===== config.mk =====
export PLATFORM = sky130hd
export DESIGN_NAME = reg_wb_queue
export DESIGN_NICKNAME = d
export VERILOG_FILES = /design/src/rtl/reg_wb_queue_pkg.sv /design/src/rtl/reg_wb_queue.sv
export SDC_FILE = /design/constraint.sdc
export NUM_CORES = 1
export LEC_CHECK = 0
export ABC_CLOCK_PERIOD_IN_PS = 7410
export CELL_PAD_IN_SITES_DETAIL_PLACEMENT = 1
export CELL_PAD_IN_SITES_GLOBAL_PLACEMENT = 1
export CORE_AREA = 4 4 158 198
export DETAILED_ROUTE_END_ITERATION = 10
export DIE_AREA = 0 0 162 202
export GPL_TIMING_DRIVEN = 0
export PLACE_DENSITY = 0.95
export REMOVE_ABC_BUFFERS = 1
export SKIP_LAST_GASP = 1
export SLEW_MARGIN = 20
export SYNTH_ARGS = -nofsm -noshare
export SYNTH_HDL_FRONTEND = slang
export SYNTH_SLANG_ARGS = --single-unit
export TNS_END_PERCENT = 30

===== constraint.sdc =====
create_clock -name CLK -period 7.41 [get_ports CLK]
set_input_delay 1.482 -clock CLK [delete_from_list [all_inputs] [get_ports CLK]]
set_output_delay 1.482 -clock CLK [all_outputs]
set_load 0.05 [all_outputs]

===== src/rtl/reg_wb_queue_pkg.sv =====
// Shared core definitions for the writeback queue: register-index and data widths
// and the queued writeback entry.
package reg_wb_queue_pkg;

  localparam int REG_W  = 5;
  localparam int DATA_W = 32;

  typedef struct packed {
    logic [REG_W-1:0]  rd;
    logic [DATA_W-1:0] wd;
  } wb_entry_t;

endpackage


===== src/rtl/reg_wb_queue.sv =====
// Merges ALU and load-unit writebacks into one register-file write port through a small FIFO,
// and forwards pending (queued, not yet written) values to the current read addresses.
module reg_wb_queue
  import reg_wb_queue_pkg::*;
#(
  parameter int DEPTH = 4
) (
  input  logic              CLK,
  input  logic              RST,
  input  logic              a_valid,
  input  logic [REG_W-1:0]  a_rd,
  input  logic [DATA_W-1:0] a_wd,
  output logic              a_ready,
  input  logic              m_valid,
  input  logic [REG_W-1:0]  m_rd,
  input  logic [DATA_W-1:0] m_wd,
  output logic              m_ready,
  output logic              we,
  output logic [REG_W-1:0]  rd,
  output logic [DATA_W-1:0] wd,
  input  logic [REG_W-1:0]  rs1,
  input  logic [REG_W-1:0]  rs2,
  output logic              fwd1_hit,
  output logic              fwd2_hit,
  output logic [DATA_W-1:0] fwd1_data,
  output logic [DATA_W-1:0] fwd2_data,
  output logic [$clog2(DEPTH):0] count
);

  localparam int PTR_W = $clog2(DEPTH);
  localparam int CNT_W = PTR_W + 1;

  wb_entry_t        mem_q [DEPTH];
  wb_entry_t        mem_d [DEPTH];
  logic [PTR_W-1:0] wr_ptr_q, wr_ptr_d;
  logic [PTR_W-1:0] rd_ptr_q, rd_ptr_d;
  logic [CNT_W-1:0] count_q, count_d;
  logic [CNT_W-1:0] free;
  logic             push_a, push_m, pop;
  wb_entry_t        head;

  // Free space ignores a same-cycle pop so ready never depends on the write port.
  assign free    = CNT_W'(DEPTH) - count_q;
  assign a_ready = (free != '0);
  assign m_ready = (free >= CNT_W'(2)) || ((free != '0) && !a_valid);

  // Writes to x0 complete the handshake but are never queued.
  assign push_a = a_valid && a_ready && (a_rd != '0);
  assign push_m = m_valid && m_ready && (m_rd != '0);
  assign pop    = (count_q != '0);

  always_comb begin
    mem_d    = mem_q;
    wr_ptr_d = wr_ptr_q;
    if (push_a) begin
      mem_d[wr_ptr_d] = '{rd: a_rd, wd: a_wd};
      wr_ptr_d        = wr_ptr_d + PTR_W'(1);
    end
    if (push_m) begin
      mem_d[wr_ptr_d] = '{rd: m_rd, wd: m_wd};
      wr_ptr_d        = wr_ptr_d + PTR_W'(1);
    end
    rd_ptr_d = rd_ptr_q + PTR_W'(pop);
    count_d  = count_q + CNT_W'(push_a) + CNT_W'(push_m) - CNT_W'(pop);
  end

  always_ff @(posedge CLK) begin
    if (RST) begin
      wr_ptr_q <= '0;
      rd_ptr_q <= '0;
      count_q  <= '0;
    end else begin
      wr_ptr_q <= wr_ptr_d;
      rd_ptr_q <= rd_ptr_d;
      count_q  <= count_d;
    end
  end

  always_ff @(posedge CLK) begin
    mem_q <= mem_d;
  end

  assign head  = mem_q[rd_ptr_q];
  assign we    = pop;
  assign rd    = pop ? head.rd : '0;
  assign wd    = pop ? head.wd : '0;
  assign count = count_q;

  // Walk oldest to youngest so the last match wins.
  always_comb begin
    fwd1_hit  = 1'b0;
    fwd2_hit  = 1'b0;
    fwd1_data = '0;
    fwd2_data = '0;
    for (int i = 0; i < DEPTH; i++) begin
      if (CNT_W'(i) < count_q) begin
        if ((rs1 != '0) && (mem_q[rd_ptr_q + PTR_W'(i)].rd == rs1)) begin
          fwd1_hit  = 1'b1;
          fwd1_data = mem_q[rd_ptr_q + PTR_W'(i)].wd;
        end
        if ((rs2 != '0) && (mem_q[rd_ptr_q + PTR_W'(i)].rd == rs2)) begin
          fwd2_hit  = 1'b1;
          fwd2_data = mem_q[rd_ptr_q + PTR_W'(i)].wd;
        end
      end
    end
  end

endmodule


==> key figures <==
Yosys
  • Mapped cell area: 13100 um2
  • Ys async rst share: 0%
  • Number of synthesized flops with an enable pin: 0
  • Warnings from Yosys: 0
  • Seq cells post-synth: 155
  • Post-synthesis sequential area ratio: 23.7%
  • Yosys cell types: 57
  • Synth Area per Inst: 8.06 um2
  • Gate Count Post-Synth: 1627
  • Prevailing post-synth register cell: dfxtp_1

Power
  • Max IR drop VDD: 438 uV
  • Pwr/cell area: 526 nW/um2
  • Total chip power: 8.56 mW
  • Switching Fraction: 53.2%
  • Seq pwr share: 20.1%
  • Net Switching: 4.56 mW
  • P_leak: 6.73 nW
  • Clock power share: 10.7%
  • Cell-internal power: 4.00 mW
  • Power share of the combinational group: 69.2%

Status
  • Status: finished clean

Critical path
  • Setup crit start kind: input port
  • Worst path arrival time: 5.72 ns
  • CP max FO: 23
  • Req. time, crit path: 5.93 ns
  • Crit end category: output port
  • CP Class: input port to output port

STA
  • Setup TNS: 0 ns
  • Relative slew slack: 39.1%
  • RSZ-0062 raised after global routing: no
  • Clk_skew: 0.00674 ns
  • Max-slew violation count: 0
  • Final setup viols: 0
  • Final worst-path cycle share: 97.2%
  • Fmax: 0.139 GHz
  • Worst slew pin tran: 0.913 ns
  • Final hold violation count: 0
  • Tmin final: 7.20 ns

Route
  • Vias: 14100
  • Vias per cell: 6.57
  • Pre-antenna DRT Iters: 5
  • Final wirelength: 55.2 mm
  • # DRC: 0
  • DR iter-0 viols: 1159
  • Wire per inst: 25.7 um
  • Post-route ant nets: 0

Layout
  • Nets: 1840
  • Layout cells sized above 1: 9.62%
  • Most common cell after layout, fill and taps aside: mux2i_1
  • Synth-to-Final Area Change: 24.0%
  • Most frequent cells in the layout: mux2i_1 (289), nand2_1 (273), clkdlybuf4s50_1 (196)
  • Final Core Density: 55.6%
  • Filler cell count: 3481

Die
  • FP Rows: 70
  • Die footprint: 32700 um2
  • Boundary Pins: 197
  • Die Width: 162 um
  • Initial Util: 44.8%
  • Die H: 202 um
  • Core Region: 29300 um2

Clock network
  • Root buffer cell: clkbuf_16
  • PostCTS Resize Cnt: 0
  • TritonCTS Buffers: 17
  • CTS clk-pin slew, worst paths: 0.06 ns
  • CTS Buffer Depth: 2
  • Clk_lat worst skew: 0.45 ns
  • # Post-CTS Setup Buffers: 0
  • Hold_buf cts: 0
  • H-tree levels: 4
  • CTS sink count: 155
  • CTS tree: yes

Global routing
  • Vias in the first global route: 15300
  • Largest net degree at the start of global routing: 66
  • Total GRT Usage: 32.7%
  • Grt total ovfl: 0
  • Initial antenna violation count: 6
  • First-pass GRT wire length: 86.0 mm

Min path
  • Hold/Removal Path Class: flop to flop

Placement
  • Routability cong.: 0.861
  • Port Buffers: 196
  • Detail Placement HPWL: 37.0 mm

Job
  • Max cap viols: 0
==> synthesized netlist by cell type, types with 2 or more instances <==
library cell  number  area share [%]
or3_1              3            0.14
ha_1              16             1.5
o21ai_0          150             5.7
nor4_1             4            0.19
fa_1               2            0.31
a221oi_1           3            0.20
buf_6             12             1.0
mux2i_1          289              22
a221o_1           29             2.2
a22o_1            28             1.9
mux4_2             8             1.4
a21o_1             2            0.11
clkbuf_1          93             2.7
nand2_1          278             8.0
mux2_2            34             2.9
o21a_1             2            0.11
nand4_1            6            0.29
nor2b_1            7            0.33
nor3b_1           30             1.7
nand2b_1           2           0.095
o31ai_1            3            0.17
buf_2             37             1.4
buf_1             11            0.32
or4b_2            26             2.0
a31oi_1           32             1.5
inv_1             16            0.46
mux4_1            11             2.2
dfxtp_1          155              24
a211o_1            3            0.20
xnor2_1           19             1.3
or4b_1             2            0.15
xor2_1            23             1.5
a21oi_1          102             3.9
nor3_1             4            0.15
and2_1            44             2.1
nor2_1            76             2.2
o211ai_1          32             1.8
or4_1              3            0.17
nand3_1            5            0.19
a211oi_1           8            0.46
==> metrics by stage <==
step	instances	cell area, um2	hold WS (ns)	worst slack, ns
3_3_place_gp	2065	14800	0.537	-11.53
5_1_grt	2145	16300	0.589	0.164
4_1_cts	2142	16200	0.566	0.213
6_report	2146	16300	0.561	0.206
2_1_floorplan	1473	12400	0.513	-6.58
3_5_place_dp	2110	15700	0.558	0.383
==> worst paths after layout <==
path	start	endpoint	slack, ns	cells after the start
min reg2reg	mem_q[83]	mem_q[83]	0.56	2
max	rs1[1]	fwd1_data[31]	0.21	10
max reg2reg	count[1]	mem_q[97]	4.01	11
min	mem_q[83]	mem_q[83]	0.56	2
==> cell type report <==
class | count | area [um2] | area share (%)
Antenna cell | 3 | 7.51 | 0.0462
Clock buffer | 21 | 450 | 2.77
Clock inverter | 11 | 144 | 0.885
Inverter | 16 | 65.1 | 0.400
Multi-Input combinational cell | 1302 | 9330 | 57.4
Sequential cell | 155 | 3110 | 19.1
Tap cell | 396 | 495 | 3.05
Timing Repair Buffer | 242 | 2660 | 16.4
==> power by group through the flow <==
stage	combinational (mW)	clock, mW	sequential (mW)
3_5_place_dp	5.70	0	1.72
2_1_floorplan	3.88	0	1.74
4_1_cts	5.82	0.917	1.71
6_report	5.92	0.916	1.72
3_3_place_gp	5.24	0	1.84
5_1_grt	6.27	0.949	1.78
==> registers in the layout (all words and copies together) (netlist names) <==
| register | cells |
|---|---|
| mem_q | 148 |
| rd_ptr_q | 2 |
| wr_ptr_q | 2 |
| count | 3 |
==> metal layers <==
metal	up-vias	GRT usage, %	part of all wire [%]
met3	286	5.98	6.9
met4	8	21.3	6.4
met2	761	56.1	49
met5	-	0	0.076
li1	6112	-	-
met1	6928	37.0	38
==> critical path: stages <==
cell	delay (ns)
clkdlybuf4s50_1	0.68
nor4_1	0.48
nor3_1	0.17
o21ai_4	0.68
buf_16	0.25
or2_2	0.36
buf_12	0.26
a31oi_1	0.12
a21oi_1	0.34
clkdlybuf4s50_1	0.88
==> cell families after synthesis <==
group	Yosys count	share of synthesized area, %
AOI/OAI and AO/OA	402	19.0
buffers and inverters	170	5.92
adders and majority gates	18	1.83
and+or+nand+nor	498	18.2
xor gates and xnor gates	42	2.81
muxes	342	28.6
DFF	155	23.7
Power figures use the tool's default switching activity.
